## config.mk

```make
export PLATFORM = sky130hd
export DESIGN_NAME = uart_tx_feeder
export DESIGN_NICKNAME = d
export VERILOG_FILES = /design/src/rtl/uart_tx_feeder.sv
export SDC_FILE = /design/constraint.sdc
export NUM_CORES = 1
export LEC_CHECK = 0
export CORE_MARGIN = 1
export CORE_UTILIZATION = 54
export DETAILED_ROUTE_END_ITERATION = 12
export HOLD_SLACK_MARGIN = 0.12
export MAX_ROUTING_LAYER = met4
export PLACE_DENSITY = 0.72
export SLEW_MARGIN = 0
export SYNTH_ARGS = -nofsm -noshare
export SYNTH_HDL_FRONTEND = slang
export SYNTH_SLANG_ARGS = --single-unit
```

## constraint.sdc

```tcl
create_clock -name clk -period 2.2 [get_ports clk]
set_input_delay 0.66 -clock clk [delete_from_list [all_inputs] [get_ports clk]]
set_output_delay 0.66 -clock clk [all_outputs]
set_load 0.1 [all_outputs]
```

## src/rtl/uart_tx_feeder.sv

```systemverilog
// Byte FIFO plus strobe/TI handshake feeding a UART transmitter; never strobes mid-frame.
// Define UART_TX_FEEDER_WDOG_EN to add the start watchdog and the retry output.
`timescale 1ns/1ps

module uart_tx_feeder #(
    parameter int DEPTH    = 16,
    parameter int ADDR_W   = 4,
    parameter int START_TO = 12000
) (
    input  logic              clk,
    input  logic              rst,
    input  logic              wr_en,
    input  logic [7:0]        wr_data,
    input  logic              ovf_clr,
    output logic              full,
    output logic              empty,
    output logic [ADDR_W:0]   count,
    output logic              overflow,
    input  logic              tx_ti,
    output logic              tx_wr,
    output logic [7:0]        tx_data,
`ifdef UART_TX_FEEDER_WDOG_EN
    output logic              retry,
`endif
    output logic              busy
);

    if (DEPTH != (1 << ADDR_W) || DEPTH < 2 || DEPTH > 256 || START_TO <= 2 * 5208 || START_TO > 65536)
    begin : g_bad_cfg
        $error("uart_tx_feeder: inconsistent DEPTH/ADDR_W/START_TO");
    end

    localparam logic [ADDR_W:0]   DEPTH_C = (ADDR_W + 1)'(DEPTH);
    localparam logic [ADDR_W:0]   CNT_ONE = (ADDR_W + 1)'(1);
    localparam logic [ADDR_W-1:0] PTR_ONE = ADDR_W'(1);

    typedef enum logic [1:0] {IDLE, STROBE, WAIT_START, WAIT_DONE} state_t;

    state_t            state, state_nxt;
    logic [7:0]        mem [DEPTH];
    logic [ADDR_W-1:0] wr_ptr, rd_ptr;
    logic [ADDR_W:0]   count_nxt;
    logic              wr_ok;
    logic              pop;

`ifdef UART_TX_FEEDER_WDOG_EN
    localparam logic [15:0] WD_LAST = 16'(START_TO - 1);
    logic [15:0] wd_cnt;
    logic        wd_fire;
`endif

    // A full FIFO refuses the write even if a pop frees a slot in the same cycle.
    assign wr_ok = wr_en && !full;
    assign busy  = (state != IDLE);

    always_comb begin
        state_nxt = state;
        pop       = 1'b0;
`ifdef UART_TX_FEEDER_WDOG_EN
        wd_fire   = 1'b0;
`endif
        case (state)
            IDLE: begin
                if (!empty && tx_ti) begin
                    pop       = 1'b1;
                    state_nxt = STROBE;
                end
            end
            STROBE: state_nxt = WAIT_START;
            WAIT_START: begin
                // Only the falling TI edge counts here; a high TI is never a new go-ahead.
                if (!tx_ti) begin
                    state_nxt = WAIT_DONE;
                end
`ifdef UART_TX_FEEDER_WDOG_EN
                else if (wd_cnt == WD_LAST) begin
                    state_nxt = STROBE;
                    wd_fire   = 1'b1;
                end
`endif
            end
            WAIT_DONE: begin
                if (tx_ti) begin
                    state_nxt = IDLE;
                end
            end
            default: state_nxt = IDLE;
        endcase
    end

    always_comb begin
        count_nxt = count;
        if (wr_ok && !pop) begin
            count_nxt = count + CNT_ONE;
        end else if (!wr_ok && pop) begin
            count_nxt = count - CNT_ONE;
        end
    end

    always_ff @(posedge clk or posedge rst) begin
        if (rst) begin
            state    <= IDLE;
            wr_ptr   <= '0;
            rd_ptr   <= '0;
            count    <= '0;
            full     <= 1'b0;
            empty    <= 1'b1;
            overflow <= 1'b0;
            tx_wr    <= 1'b0;
            tx_data  <= 8'h00;
        end else begin
            state <= state_nxt;
            tx_wr <= (state_nxt == STROBE);
            count <= count_nxt;
            full  <= (count_nxt == DEPTH_C);
            empty <= (count_nxt == '0);
            if (wr_ok) begin
                wr_ptr <= wr_ptr + PTR_ONE;
            end
            if (pop) begin
                rd_ptr  <= rd_ptr + PTR_ONE;
                tx_data <= mem[rd_ptr];
            end
            if (wr_en && full) begin
                overflow <= 1'b1;
            end else if (ovf_clr) begin
                overflow <= 1'b0;
            end
        end
    end

    // Storage carries no reset; occupancy is tracked entirely by the pointers and count.
    always_ff @(posedge clk) begin
        if (wr_ok) begin
            mem[wr_ptr] <= wr_data;
        end
    end

`ifdef UART_TX_FEEDER_WDOG_EN
    always_ff @(posedge clk or posedge rst) begin
        if (rst) begin
            wd_cnt <= '0;
            retry  <= 1'b0;
        end else begin
            retry <= wd_fire;
            if (state == WAIT_START && state_nxt == WAIT_START) begin
                wd_cnt <= wd_cnt + 16'd1;
            end else begin
                wd_cnt <= '0;
            end
        end
    end
`endif

endmodule

```

Yosys cells after proc, flatten, opt, wreduce, memory -nomap -nowiden
Memory sizes are Yosys's and may differ from the RTL's. A register that Yosys moved wholly into a read port is not among the register bits.
Index checks and enable logic that the tools add are counted.
{"block": "totals", "output_inout_bits": 18, "elab_cells": 43, "mem_count": 1, "inputBits": 13, "mem_bits_rw": 128, "regBits": 19}
{"memory": "mem", "depth": 16, "word_bits": 8, "read_ports": 1, "rd_clocked_by_memory_dff": 1, "wr": 1, "line_no": "40", "rtl": "logic [7:0] mem [DEPTH];"}
{"block": "op_classes", "addsub": 4, "reduce_logical": 13, "muxes": 12, "n_eq_ne": 5}
{"cell": "two-way mux 5 bit", "n": 2}
{"cell": "adder 4 x 1 -> 4 bit (second input constant)", "n": 2}
{"cell": "one-hot mux 2 bit (4 select lines)", "n": 1}
{"cell": "two-way mux 1 bit", "n": 6}
{"cell": "two-way mux 2 bit", "n": 3}
{"cell": "adder 5 x 1 -> 5 bit (second input constant)", "n": 1}
{"cell": "== test 5 bit (second input constant)", "n": 1}
{"cell": "logical AND 1 bit", "n": 5}
{"cell": "logical NOT 5 bit", "n": 1}
{"cell": "subtractor 5 x 1 -> 5 bit (second input constant)", "n": 1}
{"cell": "== test 2 x 1 -> 1 bit (second input constant)", "n": 2}
{"cell": "== test 2 bit (second input constant)", "n": 2}
{"cell": "logical NOT 1 bit", "n": 4}
{"cell": "nonzero test 2 bit", "n": 2}
{"cell": "logical NOT 2 bit", "n": 1}

Depth between registers and ports, before layout
Gate-level depths: netlist of the first run.
{"block": "logic_depth", "ltp_word": 8, "ltp_mapped": 8, "mapped_depth_nobuf": 7}

Least setup slack after synthesis of the first run
No wires, ideal clock.
{"block": "synth_path", "path_kind": "register to register", "from": "register full", "to": "memory mem[7][0] (enable)", "slack_ns": -0.013, "stages_incl_launch_ff": 6, "setup_ns": 0.332, "t_arrival_ns": 1.882, "period_less_slack_ns": 2.213, "required_ns": 1.868, "path_cell_list": "dfrtp_1 nor2b_1 clkbuf_1 nand2_1 nor2_1 and2_1"}
{"block": "synth_between", "elab_chain_len": 4}
{"item": "start, declared", "line_no": "15", "rtl": "output logic full,"}
{"item": "start signal, assigned", "line_no": "115", "rtl": "full <= (count_nxt == DEPTH_C);"}
{"item": "logical NOT 1 bit", "line_no": "53", "rtl": "assign wr_ok = wr_en && !full;"}
{"item": "logical AND 1 bit", "line_no": "53"}
{"item": "two-way mux 1 bit", "line_no": "134", "rtl": "if (wr_ok) begin"}
{"item": "two-way mux 1 bit (implied by the code)", "line_no": "135", "rtl": "mem[wr_ptr] <= wr_data;"}
{"item": "end, declared", "line_no": "40"}
No other way between the ends.

Worst setup path after layout of the first run
{"block": "layout_path", "from": "register state[1]", "to": "register full"}
{"block": "layout_between", "elab_chain_len": 6}
{"item": "start, declared", "line_no": "39", "rtl": "state_t state, state_nxt;"}
{"item": "start signal, assigned", "line_no": "112", "rtl": "state <= state_nxt;"}
{"item": "logical NOT 2 bit (*)", "line_no": "62", "rtl": "case (state)"}
{"item": "two-way mux 1 bit (*)", "line_no": "62"}
{"item": "logical AND 1 bit / logical NOT 1 bit (equally long branches)", "line_no": "95, 93"}
{"item": "two-way mux 5 bit / logical AND 1 bit (equally long branches)", "line_no": "95, 93"}
{"item": "two-way mux 5 bit (*)", "line_no": "93", "rtl": "if (wr_ok && !pop) begin"}
{"item": "named net count_nxt[4]", "line_no": "42", "rtl": "logic [ADDR_W:0] count_nxt;"}
{"item": "== test 5 bit (*)", "line_no": "115"}
The timed path passes the listed nets; every way through them passes the cells marked *.
A chain may end at the register's enable or synchronous reset.

==> out/metrics.yaml, run 1 <==
sta:
  relSlewSlack_pct: 61.82
  setup_viol: 0
  period_share_pct: 94.21
  hold_ws_ns: 0.5159
  fin_worst_skew_ns: 0.007777
  finalCriticalPeriod_ns: 2.073
  drv_slew: 0
  rsz0062_at_grt: "no"
  fmax_mhz: 482.5
  fin_setup_tns_ns: 0
  finalHoldViolations: 0
  worst_pin_slew_ns: 0.5708
clocking:
  cts_tree: "yes"
  numClockSinks: 155
  root_buffer: "clkbuf_16"
  cts_made_buffers: 17
  clock_latency_ns: 0.42
  clk_pin_slew_ns: 0.06
  htree_levels: 4
  cts.path.max_buffers: 2
floorplan:
  io_pins: 31
  die_area_um2: 11890
  die_w_um: 109.1
  die_height_um: 109.1
  coreArea_um2: 10980
  rows: 38
  start_util_pct: 56.35
final_layout:
  fin_nets: 424
  drive_gt1_share_pct: 36.21
  finish.utilization_pct: 71.71
  area_growth_pct: 27.27
  diodes: 0
  fillerInstances: 666
worst_setup_path:
  path_buf_inv: 1
  crit_family: "simple AND/OR/NAND/NOR gates"
  crit_path_start: "state[1]"
  crit_fanout: 6
  critical_path_class: "reg2reg"
  cp-end-kind: "register"
  start_kind: "register"
  path_cells: "or4b_4, buf_6, nor4_4, a31oi_2, xnor2_1, nor4b_2"
  worstPathArrival_ns: 2.39
  slowest_delay_ns: 0.63
  cp_data_required_time_ns: 2.52
  cp_slowest_cell: "or4b_4"
  reg2reg_from: "state[1]"
global_route:
  grt_overflow: 0
  grt_pass1_vias: 3254
  grt_start_max_net_pins: 30
  grtUsageTotal_pct: 22.41
  antenna_found_initial: 0
  grt_pass1_wl_mm: 17.83
routing:
  vias_per_cell: 5.752
  wl_met1_mm: 5.126
  routedWlPerCell_um: 21.52
  top_layer: "met4"
  wl_met3_um: 692
  drt-initial-drc-count: 245
  drt-total-wl_mm: 11.99
  num_vias: 3204
  ant_nets: 0
  drcViolationCount: 0
  drt_first_pass_iters: 4
  wl_met2_mm: 6.082
synth:
  ys_async_sr_fraction_pct: 17.42
  syn_nets: 348
  netlist_area_um2: 6188
  synthTopCellsByArea: "edfxtp_1 (62%), mux4_2 (11%), dfrtp_1 (11%)"
  seq_area_frac_synth_pct: 73.05
  synth_edf_count: 128
  synth_ff_type: "edfxtp_1"
  syn_avg_cell_area_um2: 18.87
  synth_common_cells: "edfxtp_1 (128), mux4_2 (31), dfrtp_1 (26)"
  yosys.area.top_type: "edfxtp_1"
  post_synth_num_cell_types: 39
  syn_inst: 328
  yosysTopAreaCellShare_pct: 62.11
  yosysMostFrequentCell: "edfxtp_1"
  synth_warnings: 0
  ys_seq_elements: 155
hold_path:
  worstHoldStart: "tx_data[6]"
  hold_class: "reg2reg"
power:
  p_leak_nw: 2.767
  ir_drop_mv: 1.595
  power_density_nw_per_um2: 1386
place:
  place.gp.congestion: 0.7677
  io_buffers: 30
  place_hpwl_mm: 7.717
job:
  maxCapViolCount: 0
run_status:
  run_status: "complete, no violations"
==> state kept, by name, indices dropped and copies added, names as in the netlist <==
register / flops
state: 2
empty: 1
count: 5
rd_ptr: 4
tx_data: 8
wr_ptr: 4
mem: 128
overflow: 1
tx_wr: 1
full: 1
==> metrics by stage <==
| step | instance area (um^2) | instances | power, mW | worst slack [ns] |
|---|---|---|---|---|
| after floorplan | 6190 | 328 | 6.642 | 0.01157 |
| after global placement | 7172 | 520 | 7.972 | -0.4724 |
| after detailed placement | 7172 | 520 | 8.069 | -0.5563 |
| after CTS | 7741 | 552 | 10.78 | 0.003747 |
| after global routing | 7876 | 557 | 11.38 | 0.02578 |
| final | 7876 | 557 | 10.92 | 0.1273 |
==> layout by cell type (no fill, tap or decap), types with 3 or more instances in the layout <==
master           instances
edfxtp_1               128
buf_4                   32
mux4_2                  31
buf_12                  28
dfrtp_1                 24
and2_1                  18
clkbuf_16               17
clkdlybuf4s50_1         11
nand2_1                 10
mux2i_1                  9
inv_6                    9
xnor2_1                  8
inv_1                    8
nor3_1                   8
mux2_2                   7
a221o_1                  7
ha_1                     7
o21ai_0                  5
nor2_1                   5
nand3_1                  3
a31oi_2                  3
clkinv_4                 3
==> path summary, 6_finish.rpt <==
path                              end  slack (ns)  depth (start not counted)
min reg2reg                tx_data[6]        0.52                          1
max reg2reg                      full        0.13                          6
min in group asynchronous    overflow        0.60                          3
max                              full        0.13                          6
min                        tx_data[6]        0.52                          1
max in group asynchronous       empty        1.29                          3
==> logic make-up (layout without fill, tap and decap cells) <==
group | Yosys count | count (layout) | synth area share, %
AOI/OAI and AO/OA | 22 | 22 | 2.568
xor gates and xnor gates | 10 | 10 | 1.415
adders and majority gates | 7 | 7 | 1.415
buffers and inverters | 25 | 114 | 1.718
DFF | 155 | 155 | 73.05
muxes | 47 | 47 | 14.01
and+or+nand+nor | 62 | 62 | 5.823
==> power by group <==
| group | internal (mW) | total, mW | switching [mW] |
|---|---|---|---|
| logic | 1.79 | 4.23 | 2.44 |
| registers | 3.65 | 4.00 | 0.349 |
| clock network | 1.48 | 2.69 | 1.20 |
| total | 6.93 | 10.9 | 3.99 |
==> what timing repair did <==
| action | in CTS | in global routing |
|---|---|---|
| buffers inserted | 0 | 5 |
| pin swaps | 0 | 4 |
| hold buffers | 0 | 0 |
| setup endpoints to repair | 2 | 2 |
| resized for setup | 3 | 16 |
==> cell type report <==
class,instances,area (um^2),area share (%)
clock buffer,17,425.4,5.401
sequential,155,4523,57.43
inverter,9,37.54,0.4766
clock inverter,15,128.9,1.636
timing repair buffer,73,934.6,11.87
tap,140,175.2,2.224
multi-input combinational,148,1652,20.97
==> routing by layer <==
| layer | vias to the layer above | global-route usage (%) |
|---|---|---|
| met1 | 1641 | 28.90 |
| met3 | 9 | 7.053 |
| met4 | 0 | 7.143 |
| met5 | - | - |
| met2 | 97 | 34.14 |
| li1 | 1457 | - |
No activity file was read; power rests on OpenSTA's default activity.
==> run 2: changes to the inputs <==
- PLACE_DENSITY: 0.72 -> 0.87
- SLEW_MARGIN: 0 -> 20
==> run 2 against run 1 <==
Compared with the run above:
- maximum frequency down 0.51%
- cell area is 0.60% lower
- largest cell class unchanged
- critical endpoint is now empty
- non-clock buffer count fell by 10
- critical path type is now in2reg
- worst hold slack gained 0.021 ns
- count of clock-buffer cells in the layout did not move
- sequential share of layout area rose by 0.35 points
- total power rose by 2.4%
- utilization decreased by 0.43 points
- combinational power shrank 2%
- die area did not move
==> out/metrics.yaml, run 2 (synthesis gave the netlist of run 1 again) <==
routing:
  routedWlPerCell_um: 23.80
  ant_nets: 0
  drt-total-wl_mm: 13.02
  drt-initial-drc-count: 256
  vias_per_cell: 5.995
  drt_first_pass_iters: 4
  num_vias: 3279
  drcViolationCount: 0
power:
  p_leak_nw: 2.726
  power_density_nw_per_um2: 1428
  ir_drop_mv: 1.204
run_status:
  run_status: "complete, no violations"
floorplan:
  io_pins: 31
  coreArea_um2: 10980
  start_util_pct: 56.35
  die_height_um: 109.1
  rows: 38
  die_area_um2: 11890
  die_w_um: 109.1
sta:
  rsz0062_at_grt: "no"
  finalCriticalPeriod_ns: 2.083
  fin_setup_tns_ns: 0
  relSlewSlack_pct: 58.56
  worst_pin_slew_ns: 0.6197
  period_share_pct: 94.70
  finalHoldViolations: 0
  fin_worst_skew_ns: 0.008721
  drv_slew: 0
  fmax_mhz: 480.0
  setup_viol: 0
clocking:
  root_buffer: "clkbuf_16"
  clock_latency_ns: 0.41
  numClockSinks: 155
  holdBufCountCts: 0
  cts_made_buffers: 17
  htree_levels: 4
  clk_pin_slew_ns: 0.07
  cts.path.max_buffers: 2
  cts_tree: "yes"
final_layout:
  layout_commonest_cell: "edfxtp_1"
  area_growth_pct: 26.51
  largest_reg_flops: 128
  fin_nets: 414
  final_cell_mix: "edfxtp_1 (128), mux4_2 (31), buf_4 (25), buf_12 (25), dfrtp_1 (24)"
  drive_gt1_share_pct: 34.40
  largest_register: "mem"
  post-route-cell-area_um2: 7829
  largest_registers: "mem (128), tx_data (8), count (5)"
  diodes: 0
global_route:
  antenna_found_initial: 0
  grt_overflow: 0
  grtUsageTotal_pct: 24.12
  grt_pass1_wl_mm: 19.42
  grt_start_max_net_pins: 30
  grt_pass1_vias: 3520
worst_setup_path:
  start_kind: "input port"
  critical_path_class: "in2reg"
  crit_fanout: 7
  cp_data_required_time_ns: 2.52
  cp-end-kind: "register"
  worstPathArrival_ns: 2.40
place:
  place.gp.congestion: 0.8364
  dpl-instance-area_um2: 7109
  place_hpwl_mm: 7.654
  io_buffers: 30
hold_path:
  hold_class: "reg2reg"
job:
  maxCapViolCount: 0
==> run 2: area by class of cell <==
class	instances	area (um^2)
Timing Repair Buffer	63	822.0
Clock inverter	15	187.7
Inverter	9	37.54
Multi-Input combinational cell	148	1658
Tap cell	140	175.2
Fill cell	607	3154
Sequential cell	155	4523
Clock buffer	17	425.4
==> run 2: power breakdown <==
part,internal [mW],switching (mW),leakage (nW)
combinational,1.67,2.46,0.952
sequential,3.65,0.379,1.48
clock,1.81,1.21,0.292
total,7.13,4.04,2.73
==> run 2: per-layer routing <==
metal / up-vias / part of all wire, % / track usage, %
met3: 32 / 5.7 / 5.260
met5: - / 0 / -
li1: 1429 / - / -
met2: 131 / 52 / 39.40
met4: 0 / 2.9 / 9.653
met1: 1687 / 40 / 29.34
==> run 2: worst paths after layout <==
check,cells past startpoint,startpoint,slack [ns],to
min reg2reg,2,overflow,0.54,overflow
min,2,overflow,0.54,overflow
max reg2reg,6,rd_ptr[1],0.16,tx_data[5]
max in group asynchronous,3,rst,1.29,empty
min in group asynchronous,3,rst,0.61,state[1]
max,8,wr_en,0.12,empty
==> run 2: timing repair <==
action | 4_1_cts | 5_1_grt
setup buffers | 0 | 0
pin swaps | 0 | 5
gates resized for setup | 4 | 15
endpoints found under the setup margin | 2 | 2
==> run 2: critical path: stages <==
cell             delay, ns
clkdlybuf4s50_1       0.50
nor2b_1               0.17
buf_4                 0.19
buf_4                 0.16
nand2_1               0.09
o21ai_1               0.20
a22oi_2               0.11
nor4_2                0.32
==> run 2: per-stage QoR <==
stage | setup slack, ns | instances | hold WS, ns | power (mW) | utilization, %
CTS | -0.01146 | 547 | 0.5390 | 11.08 | 70.51
global route | 0.05229 | 547 | 0.5672 | 11.56 | 71.28
finish | 0.1167 | 547 | 0.5365 | 11.18 | 71.28
global placement | -0.4475 | 515 | 0.5134 | 7.851 | 64.73
floorplan | 0.01157 | 328 | 0.4930 | 6.642 | -
detailed placement | -0.5764 | 515 | 0.5180 | 7.998 | 64.73
==> run 3: changes to the inputs <==
- ABC_CLOCK_PERIOD_IN_PS: not set -> 2200
==> results of run 3 <==
Same layout as run 2: the final DEF is identical, and so are final timing and power.
